### config.mk
export PLATFORM = sky130hd
export DESIGN_NAME = spi_sensor_responder
export DESIGN_NICKNAME = d
export VERILOG_FILES = /design/src/rtl/spi_pkg.sv /design/src/rtl/sync_edge.sv /design/src/rtl/spi_sensor_responder.sv
export SDC_FILE = /design/constraint.sdc
export NUM_CORES = 1
export LEC_CHECK = 0
export ABC_AREA = 1
export CORE_ASPECT_RATIO = 1.1
export CORE_UTILIZATION = 45
export CTS_CLUSTER_SIZE = 30
export DETAILED_ROUTE_END_ITERATION = 12
export PLACE_DENSITY = 0.72
export SYNTH_ARGS = -nofsm -noshare
export SYNTH_HDL_FRONTEND = slang
export SYNTH_SLANG_ARGS = --single-unit
### constraint.sdc
create_clock -name clk -period 4.1 [get_ports clk]
set_clock_uncertainty 0.2 [all_clocks]
set_input_delay 0.615 -clock clk [delete_from_list [all_inputs] [get_ports clk]]
set_output_delay 0.615 -clock clk [all_outputs]
set_load 0.05 [all_outputs]
### src/rtl/spi_pkg.sv
// rtl/spi_pkg.sv - shared SPI definitions for the initiator and responder sides
package spi_pkg;

  localparam int SPI_DATA_W = 16;

  typedef enum logic [1:0] {
    ST_IDLE,
    ST_LOAD,
    ST_SHIFT,
    ST_DONE
  } spi_state_e;

endpackage

### src/rtl/sync_edge.sv
// rtl/sync_edge.sv - multi-flop synchronizer with rise/fall detection on the synchronized level
module sync_edge #(
  parameter int   STAGES  = 2,
  parameter logic RST_VAL = 1'b0
) (
  input  logic clk,
  input  logic rst,
  input  logic din,
  output logic q,
  output logic rise,
  output logic fall
);

  logic [STAGES-1:0] chain;
  logic              hist;

  always_ff @(posedge clk or posedge rst) begin
    if (rst) begin
      chain <= {STAGES{RST_VAL}};
      hist  <= RST_VAL;
    end else begin
      chain[0] <= din;
      for (int i = 1; i < STAGES; i++) begin
        chain[i] <= chain[i-1];
      end
      hist <= chain[STAGES-1];
    end
  end

  assign q    = chain[STAGES-1];
  assign rise = q & ~hist;
  assign fall = ~q & hist;

endmodule

### src/rtl/spi_sensor_responder.sv
// rtl/spi_sensor_responder.sv - SPI mode-0 responder returning a host-written sensor sample
module spi_sensor_responder
  import spi_pkg::*;
#(
  parameter int DATA_W      = SPI_DATA_W,
  parameter int SYNC_STAGES = 2
) (
  input  logic              clk,
  input  logic              rst,
  input  logic [DATA_W-1:0] sample_data,
  input  logic              sample_wr,
  input  logic              sclk,
  input  logic              cs_n,
  input  logic              mosi,
  output logic              miso,
  output logic              miso_oe,
  output logic [DATA_W-1:0] rx_data,
  output logic              frame_done,
  output logic              frame_abort,
  output logic              underrun,
  output logic              busy
);

  localparam int CNT_W    = $clog2(DATA_W) + 1;
  localparam int SETTLE_W = $clog2(SYNC_STAGES + 2);
  localparam logic [CNT_W-1:0]    LAST_IDX   = CNT_W'(DATA_W - 1);
  localparam logic [SETTLE_W-1:0] SETTLE_MAX = SETTLE_W'(SYNC_STAGES + 1);

  logic sclk_q_unused, sclk_rise, sclk_fall;
  logic cs_q, cs_rise, cs_fall;
  logic mosi_q, mosi_rise_unused, mosi_fall_unused;

  sync_edge #(.STAGES(SYNC_STAGES), .RST_VAL(1'b0)) u_sync_sclk (
    .clk(clk), .rst(rst), .din(sclk),
    .q(sclk_q_unused), .rise(sclk_rise), .fall(sclk_fall)
  );

  sync_edge #(.STAGES(SYNC_STAGES), .RST_VAL(1'b1)) u_sync_cs (
    .clk(clk), .rst(rst), .din(cs_n),
    .q(cs_q), .rise(cs_rise), .fall(cs_fall)
  );

  sync_edge #(.STAGES(SYNC_STAGES), .RST_VAL(1'b0)) u_sync_mosi (
    .clk(clk), .rst(rst), .din(mosi),
    .q(mosi_q), .rise(mosi_rise_unused), .fall(mosi_fall_unused)
  );

  spi_state_e          state, state_nx;
  logic [DATA_W-1:0]   shadow, tx_shift, rx_shift;
  logic [CNT_W-1:0]    bit_cnt;
  logic [SETTLE_W-1:0] settle_cnt;
  logic                fresh, armed, settled;
  logic                do_load, do_rx, do_tx, do_abort;

  // The synchronizer reset level fakes a deselected bus; only trust a cs_n fall
  // once real samples have flushed through and cs_n has been seen high.
  assign settled = (settle_cnt == SETTLE_MAX);

  always_ff @(posedge clk or posedge rst) begin
    if (rst) state <= ST_IDLE;
    else     state <= state_nx;
  end

  always_comb begin
    state_nx = state;
    do_load  = 1'b0;
    do_rx    = 1'b0;
    do_tx    = 1'b0;
    do_abort = 1'b0;
    case (state)
      ST_IDLE: begin
        if (cs_fall && armed) state_nx = ST_LOAD;
      end
      ST_LOAD: begin
        do_load = 1'b1;
        if (cs_rise) begin
          do_abort = 1'b1;
          state_nx = ST_IDLE;
        end else begin
          state_nx = ST_SHIFT;
        end
      end
      ST_SHIFT: begin
        if (cs_rise) begin
          do_abort = 1'b1;
          state_nx = ST_IDLE;
        end else begin
          do_rx = sclk_rise;
          do_tx = sclk_fall && (bit_cnt != '0);
          if (sclk_rise && (bit_cnt == LAST_IDX)) state_nx = ST_DONE;
        end
      end
      ST_DONE: begin
        state_nx = ST_IDLE;
      end
      default: state_nx = ST_IDLE;
    endcase
  end

  always_ff @(posedge clk or posedge rst) begin
    if (rst) begin
      shadow      <= '0;
      fresh       <= 1'b0;
      tx_shift    <= '0;
      rx_shift    <= '0;
      bit_cnt     <= '0;
      rx_data     <= '0;
      miso_oe     <= 1'b0;
      frame_done  <= 1'b0;
      frame_abort <= 1'b0;
      underrun    <= 1'b0;
      settle_cnt  <= '0;
      armed       <= 1'b0;
    end else begin
      frame_done  <= 1'b0;
      frame_abort <= do_abort;
      underrun    <= 1'b0;

      if (!settled) settle_cnt <= settle_cnt + SETTLE_W'(1);
      if (settled && cs_q) armed <= 1'b1;

      // A write landing on LOAD wins over the LOAD clear of fresh.
      if (sample_wr) begin
        shadow <= sample_data;
        fresh  <= 1'b1;
      end else if (do_load) begin
        fresh  <= 1'b0;
      end

      if (do_load) begin
        tx_shift <= shadow;
        rx_shift <= '0;
        bit_cnt  <= '0;
        underrun <= ~fresh;
      end
      if (do_rx) begin
        rx_shift <= {rx_shift[DATA_W-2:0], mosi_q};
        bit_cnt  <= bit_cnt + CNT_W'(1);
      end
      if (do_tx) tx_shift <= {tx_shift[DATA_W-2:0], 1'b0};

      if (state == ST_DONE) begin
        rx_data    <= rx_shift;
        frame_done <= 1'b1;
      end

      if (cs_q || do_abort) miso_oe <= 1'b0;
      else if (do_load)     miso_oe <= 1'b1;
    end
  end

  assign miso = miso_oe & tx_shift[DATA_W-1];
  assign busy = (state != ST_IDLE);

endmodule
# Word level (Yosys, flattened, before mapping)
# Cells that the tools add are included.
[word_totals] out_inout_bits=22 elab_cells=75 inputBits=22 reg_bits=87
[classes] n_addsub=2 muxes=24 reduce_logical=14 n_eq_ne=7 bitwise=10
[ops] cell="two-way mux 16 bit" count=4
[ops] cell="two-way mux 1 bit" count=13
[ops] cell="two-way mux 5 bit" count=2
[ops] cell="nonzero test 2 bit" count=5
[ops] cell="two-way mux 2 bit" count=4
[ops] cell="case mux 2 bit (4 select lines)" count=1
[ops] cell="equality test 2 bit, second input constant" count=3
[ops] cell="adder 5 x 1 -> 5 bit, second input constant" count=1
[ops] cell="bitwise AND 1 bit" count=5
[ops] cell="equality test 5 x 4 -> 1 bit, second input constant" count=1
[ops] cell="NOT 1 bit" count=5
[ops] cell="nonzero test 5 bit" count=1
[ops] cell="logical AND 1 bit" count=4
[ops] cell="!= test 3 bit, second input constant" count=1
[ops] cell="adder 2 x 1 -> 2 bit, second input constant" count=1
[ops] cell="equality test 2 x 1 -> 1 bit, second input constant" count=1
[ops] cell="logical NOT 2 bit" count=1
[ops] cell="!= test 2 bit, second input constant" count=1
[ops] cell="AND reduction 2 bit" count=1
[ops] cell="OR reduction 2 bit" count=1
[ops] cell="logical OR 1 bit" count=1

# Logic depth before layout (Yosys ltp)
# Gate-level depths: netlist of the first run.
[depth] depth_word=6 depth_mapped=10 depth_no_buf=9

# Modules after synthesis
# Synthesis of the first run repeated with hierarchy kept, for this count alone.
[unflattened] hier_cells=382 area_unflattened_um2=3806.2
[modules_own_cells] mod="spi_sensor_responder" instances=1 area_each_um2=3520.9 seq_area_each_um2=1976.9 cells_per_inst=358
[modules_own_cells] mod="sync_edge at u_sync_mosi ..." instances=2 area_each_um2=93.8 seq_area_each_um2=75.1 cells_per_inst=8
[modules_own_cells] mod="sync_edge at u_sync_cs" instances=1 area_each_um2=97.6 seq_area_each_um2=78.8 cells_per_inst=8

# Worst setup path before layout of the first run
# OpenSTA, ideal clock, no wires.
[synth_timing] kind="flip-flop to output port" startpoint="reg miso_oe" endpoint="out miso" t_required_ns=3.285 setup_slack_ns=2.246 arrival_ns=1.039 path_buffers=0 stages_incl_launch_ff=3 path_cell_list="dfrtp_1 -> nand2_1 -> inv_1"
[synth_between] elab_chain_len=1
[synth_lines] item="start: declaration" line_no="spi_sensor_responder.sv:16" rtl="output logic miso_oe,"
[synth_lines] item="start signal: assignment" line_no="spi_sensor_responder.sv:108" rtl="miso_oe <= 1'b0;"
[synth_lines] item="start signal: assignment" line_no="spi_sensor_responder.sv:147" rtl="if (cs_q || do_abort) miso_oe <= 1'b0;"
[synth_lines] item="start signal: assignment" line_no="spi_sensor_responder.sv:148" rtl="else if (do_load) miso_oe <= 1'b1;"
[synth_lines] item="bitwise AND 1 bit" line_no="spi_sensor_responder.sv:152" rtl="assign miso = miso_oe & tx_shift[DATA_W-1];"
[synth_lines] item="end: declaration" line_no="spi_sensor_responder.sv:15" rtl="output logic miso,"
# Every way passes these cells.

# Final worst setup path of the first run
[layout_timing] startpoint="reg state[0]" endpoint="out busy"
[layout_between] elab_chain_len=1
[layout_lines] item="start: declaration" line_no="spi_sensor_responder.sv:48" rtl="spi_state_e state, state_nx;"
[layout_lines] item="start signal: assignment" line_no="spi_sensor_responder.sv:61" rtl="else state <= state_nx;"
[layout_lines] item="nonzero test 2 bit" line_no="spi_sensor_responder.sv:153" rtl="assign busy = (state != ST_IDLE);"
[layout_lines] item="end: declaration" line_no="spi_sensor_responder.sv:21" rtl="output logic busy"
# Every way passes these cells.

==> results of run 1 <==
[path summary, 6_finish.rpt]
kind	endpoint	depth (start not counted)	from
max	busy	4	state[0]
min reg2reg	u_sync_mosi.chain[1]	0	u_sync_mosi.chain[0]
max reg2reg	rx_shift[8]	6	state[1]
min	u_sync_mosi.chain[1]	0	u_sync_mosi.chain[0]
max in group asynchronous	rx_data[11]	3	rst
min in group asynchronous	shadow[9]	2	rst
[kinds of logic after synthesis]
logic type               Yosys count
AO/OA/AOI/OAI                     41
XOR/XNOR                           2
adder cells (fa/ha/maj)            9
buffers and inverters             61
flip-flops                        87
multiplexers                      19
AND/OR/NAND/NOR                  164
[layout make-up]
cell class              instances  area, um^2
clock buffers                  13         179
clock inverters                 3        47.5
fillers                       728        3520
inverters                      46         174
multi-input cells             235        1300
flip-flops and latches         87        2180
well taps                     108         135
repair buffers                 45         458
[state kept, by name, summed over array words and instances, names as in the netlist]
register	flops
bit_cnt	5
u_sync_cs.hist	1
shadow	16
miso_oe	1
settle_cnt	2
frame_done	1
u_sync_cs.chain	2
u_sync_sclk.hist	1
tx_shift	16
state	2
frame_abort	1
rx_shift	16
armed	1
rx_data	16
underrun	1
u_sync_mosi.chain	2
u_sync_sclk.chain	2
fresh	1
[power by group through the flow]
stage | clock network (uW) | registers, uW | logic (uW)
floorplan | 0 | 1450 | 502
global placement | 0 | 1180 | 1060
detailed placement | 0 | 1180 | 1090
CTS | 666 | 1170 | 1090
global route | 704 | 1190 | 1190
finish | 653 | 1170 | 1080
[metal layers]
layer  share of wire, %  GRT usage, %  wire length (um)  vias to the layer above
li1                   -             -                 -                     1286
met1                 46          23.0              3090                     1259
met2                 47          26.5              3170                       50
met3                5.0          5.58               336                        9
met4                1.5          7.08                98                        0
met5                  0             0                 0                        -
[cells in the mapped netlist, drive strengths merged (3+ instances only)]
cell,number,area share [%]
dfstp,3,2.1
mux2,19,5.7
ha,9,3.0
clkbuf,3,0.30
nor2,29,3.6
nand2,101,10
o21ai,22,3.9
buf,12,2.5
nand3,33,4.7
a21oi,17,2.3
inv,45,4.5
dfrtp,84,56
[stage by stage]
step	power, uW	instances	setup WS (ps)	util (%)	hold WS, ps
floorplan	1950	383	1040	-	131
global placement	2240	521	1750	53.1	133
detailed placement	2270	521	1690	53.1	135
CTS	2930	537	1360	56.0	155
global route	3090	537	1290	56.0	164
finish	2900	537	1390	56.0	153
[worst reg2reg max path, cell delays in order, from the launching register on]
cell and delay, ps:
dfrtp_1 420, inv_1 110, ha_1 150, buf_4 250, clkinv_1 490, nand2_2 520
o21ai_0 160
==> impl_metrics.ini, run 1 <==
[flow_run]
cap_violations = 0

[power]
p_int_uw = 1760
cellLeakagePower_uw = 0.00213
peakVddDrop_uv = 458
power.switching_uw = 1140
swShare_pct = 39.2
p_clk_share_pct = 22.5
p_per_area_mw_per_mm2 = 648
combPwrFrac_pct = 37.2
seq_power_share_pct = 40.3

[yosys]
yosys_warnings = 0
ys_ff_latch = 87
ys_types = 26
synth-xor-area-share_pct = 0.466
synth-simple-area-share_pct = 18.8
synth_adder_area_share_pct = 2.99
netlist_area_mm2 = 0.00376
synthCells = 383
synth_edf_count = 0
synth_fp_nets = 414
synth-compound-area-share_pct = 6.69
syn_avg_cell_area_um2 = 9.82
muxShareOfSynthArea_pct = 5.69
ys.flop_type = dfrtp_1
synthArstFlopShare_pct = 100
ys_seq_area_share_pct = 58.0
synth_top_family_by_area = simple AND/OR/NAND/NOR gates

[routing]
vias = 2604
routed_via_density = 4.85
drtPass1Iterations = 5
ant_nets = 0
route.detailed.drc = 0
drt_wl_total_mm = 6.70
drt_iter0_markers = 175
wl_per_cell_um = 12.5

[cts]
cts_root_buffer = clkbuf_8
clkTransAtPathRegs_ps = 80
clkLatencyLatePin_ps = 350
tritoncts = done
post_cts_resized = 0
clockBufferDepth = 2
postCtsSetupBuffers = 0
h-tree-depth = 3
cts_sinks = 87
cts_buffers = 9
ctsHoldBuffers = 0

[sta]
min_period_over_period_pct = 66.2
setup_viol = 0
max_freq_mhz = 369
slew_headroom_pct = 29.0
max_slew.worst_pin.slew_ps = 1060
rsz0062_at_grt = false
hold_viol_final = 0
maxSlewViolCount = 0
fin_setup_tns_ps = 0
min_period_ps = 2710

[floorplanning]
boundaryPins = 44
die_w_um = 89.2
start_util_pct = 47.0
core_mm2 = 0.00800
rows = 34
die-area_mm2 = 0.00873
die_h_um = 97.9

[place]
placed_area_mm2 = 0.00425
dp_hpwl_mm = 4.37
routabilityCongestion = 0.759
port_buffers = 43

[setup_path]
crit_fanout = 4
crit_top_cell = inv_1
cp_slowest_cell = clkdlybuf4s50_1
crit_chain = inv_1 > ha_1 > inv_1 > clkdlybuf4s50_1
cp_num_buf_inv = 3
cpLargestDelayFamily = buffers and inverters
cp.required_ps = 3280
cp-start-kind = flip-flop
cp_slowest_stage_delay_ps = 790
r2r_slack_ps = 1660
arrival_ps = 1900
crit_type = flip-flop to primary output
end_kind = primary output

[grt]
grt_usage_pct = 17.4
grt_start_max_net_pins = 50
overflow = 0
grt_pass1_wl_mm = 11.7
antenna_found_initial = 0
grt_pass1_vias = 2574

[finish]
final_cell_mix = 96 x nand2_1, 84 x dfrtp_1, 43 x inv_1, 43 x clkdlybuf4s50_1, 31 x nand3_1
area_growth_pct = 19.0
layout_commonest_cell = nand2_1
insertedDiodeCount = 0
post-route-cell-area_mm2 = 0.00448
fin_nets = 455
drive_gt1_share_pct = 15.2

[run_status]
outcome = finished clean

[worst_hold_path]
hp-class = flip-flop to flip-flop
Note: power is estimated with default switching activity, not from simulation.
==> inputs of run 2 (changes only) <==
PLACE_DENSITY = 0.75   (was 0.72)
clock period = 2.4 ns   (was 4.1 ns; I/O delays follow)
==> impl_metrics.ini, run 2 (synthesis gave the netlist of run 1 again) <==
[floorplanning]
die_h_um = 97.9
start_util_pct = 47.0
die-area_mm2 = 0.00873
boundaryPins = 44
die_w_um = 89.2
core_mm2 = 0.00800
rows = 34

[routing]
drtPass1Iterations = 5
route.detailed.drc = 0
routed_via_density = 4.74
vias = 2565
drt_wl_total_mm = 6.38
ant_nets = 0
wl_per_cell_um = 11.8
drt_iter0_markers = 127

[sta]
max_slew.worst_pin.slew_ps = 527
min_period_ps = 2160
hold_slack_ps = 155
fin_setup_tns_ps = 0
max_freq_mhz = 463
slew_headroom_pct = 64.8
rsz0062_at_grt = false
maxSlewViolCount = 0
setup_viol = 0
min_period_over_period_pct = 89.9
hold_viol_final = 0

[setup_path]
crit_type = flip-flop to primary output
crit_chain = nand2_1 > inv_1 > clkdlybuf4s50_1
arrival_ps = 1600
cp.required_ps = 1840
r2r_end = tx_shift[13]
cp_slowest_cell = clkdlybuf4s50_1
crit_fanout = 3
rr_startpoint = bit_cnt[0]
cp-start-kind = flip-flop
cp_slowest_stage_delay_ps = 780
end_kind = primary output
r2r_slack_ps = 450
rr_worst_depth = 10

[cts]
ctsHoldBuffers = 0
cts_buffers = 9
cts_sinks = 87
post_cts_resized = 0
h-tree-depth = 3
clockBufferDepth = 2
tritoncts = done
cts_root_buffer = clkbuf_8
clkLatencyLatePin_ps = 340
clkTransAtPathRegs_ps = 90
postCtsSetupBuffers = 0

[finish]
layout_commonest_cell = nand2_1
post-route-cell-area_mm2 = 0.00445
drive_gt1_share_pct = 15.9
insertedDiodeCount = 0
area_growth_pct = 18.4
fin_util_pct = 55.7
final-instance-count-excl-fill = 541
fin_nets = 459
final_cell_mix = 96 x nand2_1, 84 x dfrtp_1, 43 x inv_1, 42 x clkdlybuf4s50_1, 31 x nand3_1

[worst_hold_path]
hp-class = flip-flop to flip-flop
whs_path_depth = 0
holdCritStartpoint = u_sync_mosi.chain[0]
whs_endpoint = u_sync_mosi.chain[1]

[place]
dp_hpwl_mm = 4.25
port_buffers = 43
dpl.cell_count = 525
placed_area_mm2 = 0.00428
routabilityCongestion = 0.753

[power]
p_per_area_mw_per_mm2 = 1070
peakVddDrop_uv = 725
cellLeakagePower_uw = 0.00211

[flow_run]
cap_violations = 0

[grt]
grt_start_max_net_pins = 88
grt_pass1_wl_mm = 11.3
grt_usage_pct = 16.6
antenna_found_initial = 0
overflow = 0
grt_pass1_vias = 2595

[run_status]
outcome = finished clean
-- run 2: changes by cell type in the layout (fill, tap and decap cells not counted), sizes merged --
| cell | before | now |
|---|---|---|
| clkinvlp | 0 | 2 |
| inv | 45 | 46 |
| buf | 2 | 7 |
| clkinv | 3 | 4 |
| bufinv | 1 | 0 |
| clkbuf | 13 | 10 |
| clkdlybuf4s50 | 43 | 42 |
-- run 2: per-stage QoR --
| step | power, uW | setup WS (ps) |
|---|---|---|
| global route | 5080 | 114 |
| CTS | 4810 | 217 |
| floorplan | 3340 | 766 |
| finish | 4760 | 242 |
| global placement | 3850 | 510 |
| detailed placement | 3890 | 450 |
-- run 2: final cells by class --
type | instances | area, um^2
fill | 745 | 3550
sequential | 87 | 2180
multi-input combinational | 235 | 1300
timing repair buffer | 49 | 485
inverter | 46 | 176
tap | 108 | 135
clock buffer | 10 | 128
clock inverter | 6 | 43.8
-- run 2: report_power, final --
part | switching [uW] | internal [uW]
registers | 188 | 1800
clock network | 514 | 382
logic | 1250 | 625
total | 1950 | 2810
-- run 2: worst max-delay path, delay by kind of cell, from the launching register on --
family / cells / cell delay, ps
and+or+nand+nor: 1 / 60
buffers and inverters: 2 / 820
DFF: 1 / 370
-- run 2: worst max-delay path by stage --
stage | startpoint | end | slack (ps)
detailed placement | bit_cnt[0] | tx_shift[4] | 450
floorplan | state[0] | tx_shift[15] | 770
finish | miso_oe | miso | 240
CTS | miso_oe | miso | 220
global placement | state[0] | rx_shift[12] | 510
global route | miso_oe | miso | 110
-- run 2: per-layer routing --
| layer | wire, um | vias up | part of all wire [%] | global-route usage [%] |
|---|---|---|---|---|
| li1 | - | 1292 | - | - |
| met1 | 2960 | 1216 | 46 | 20.2 |
| met2 | 2990 | 51 | 47 | 27.1 |
| met3 | 361 | 6 | 5.7 | 7.10 |
| met4 | 65 | 0 | 1.0 | 3.91 |
| met5 | 0 | - | 0 | 0 |
==> inputs of run 3 (changes only) <==
SKIP_LAST_GASP = 1   (was unset)
==> results of run 3 <==
No change in the layout: final DEF, timing and power equal those of run 2.
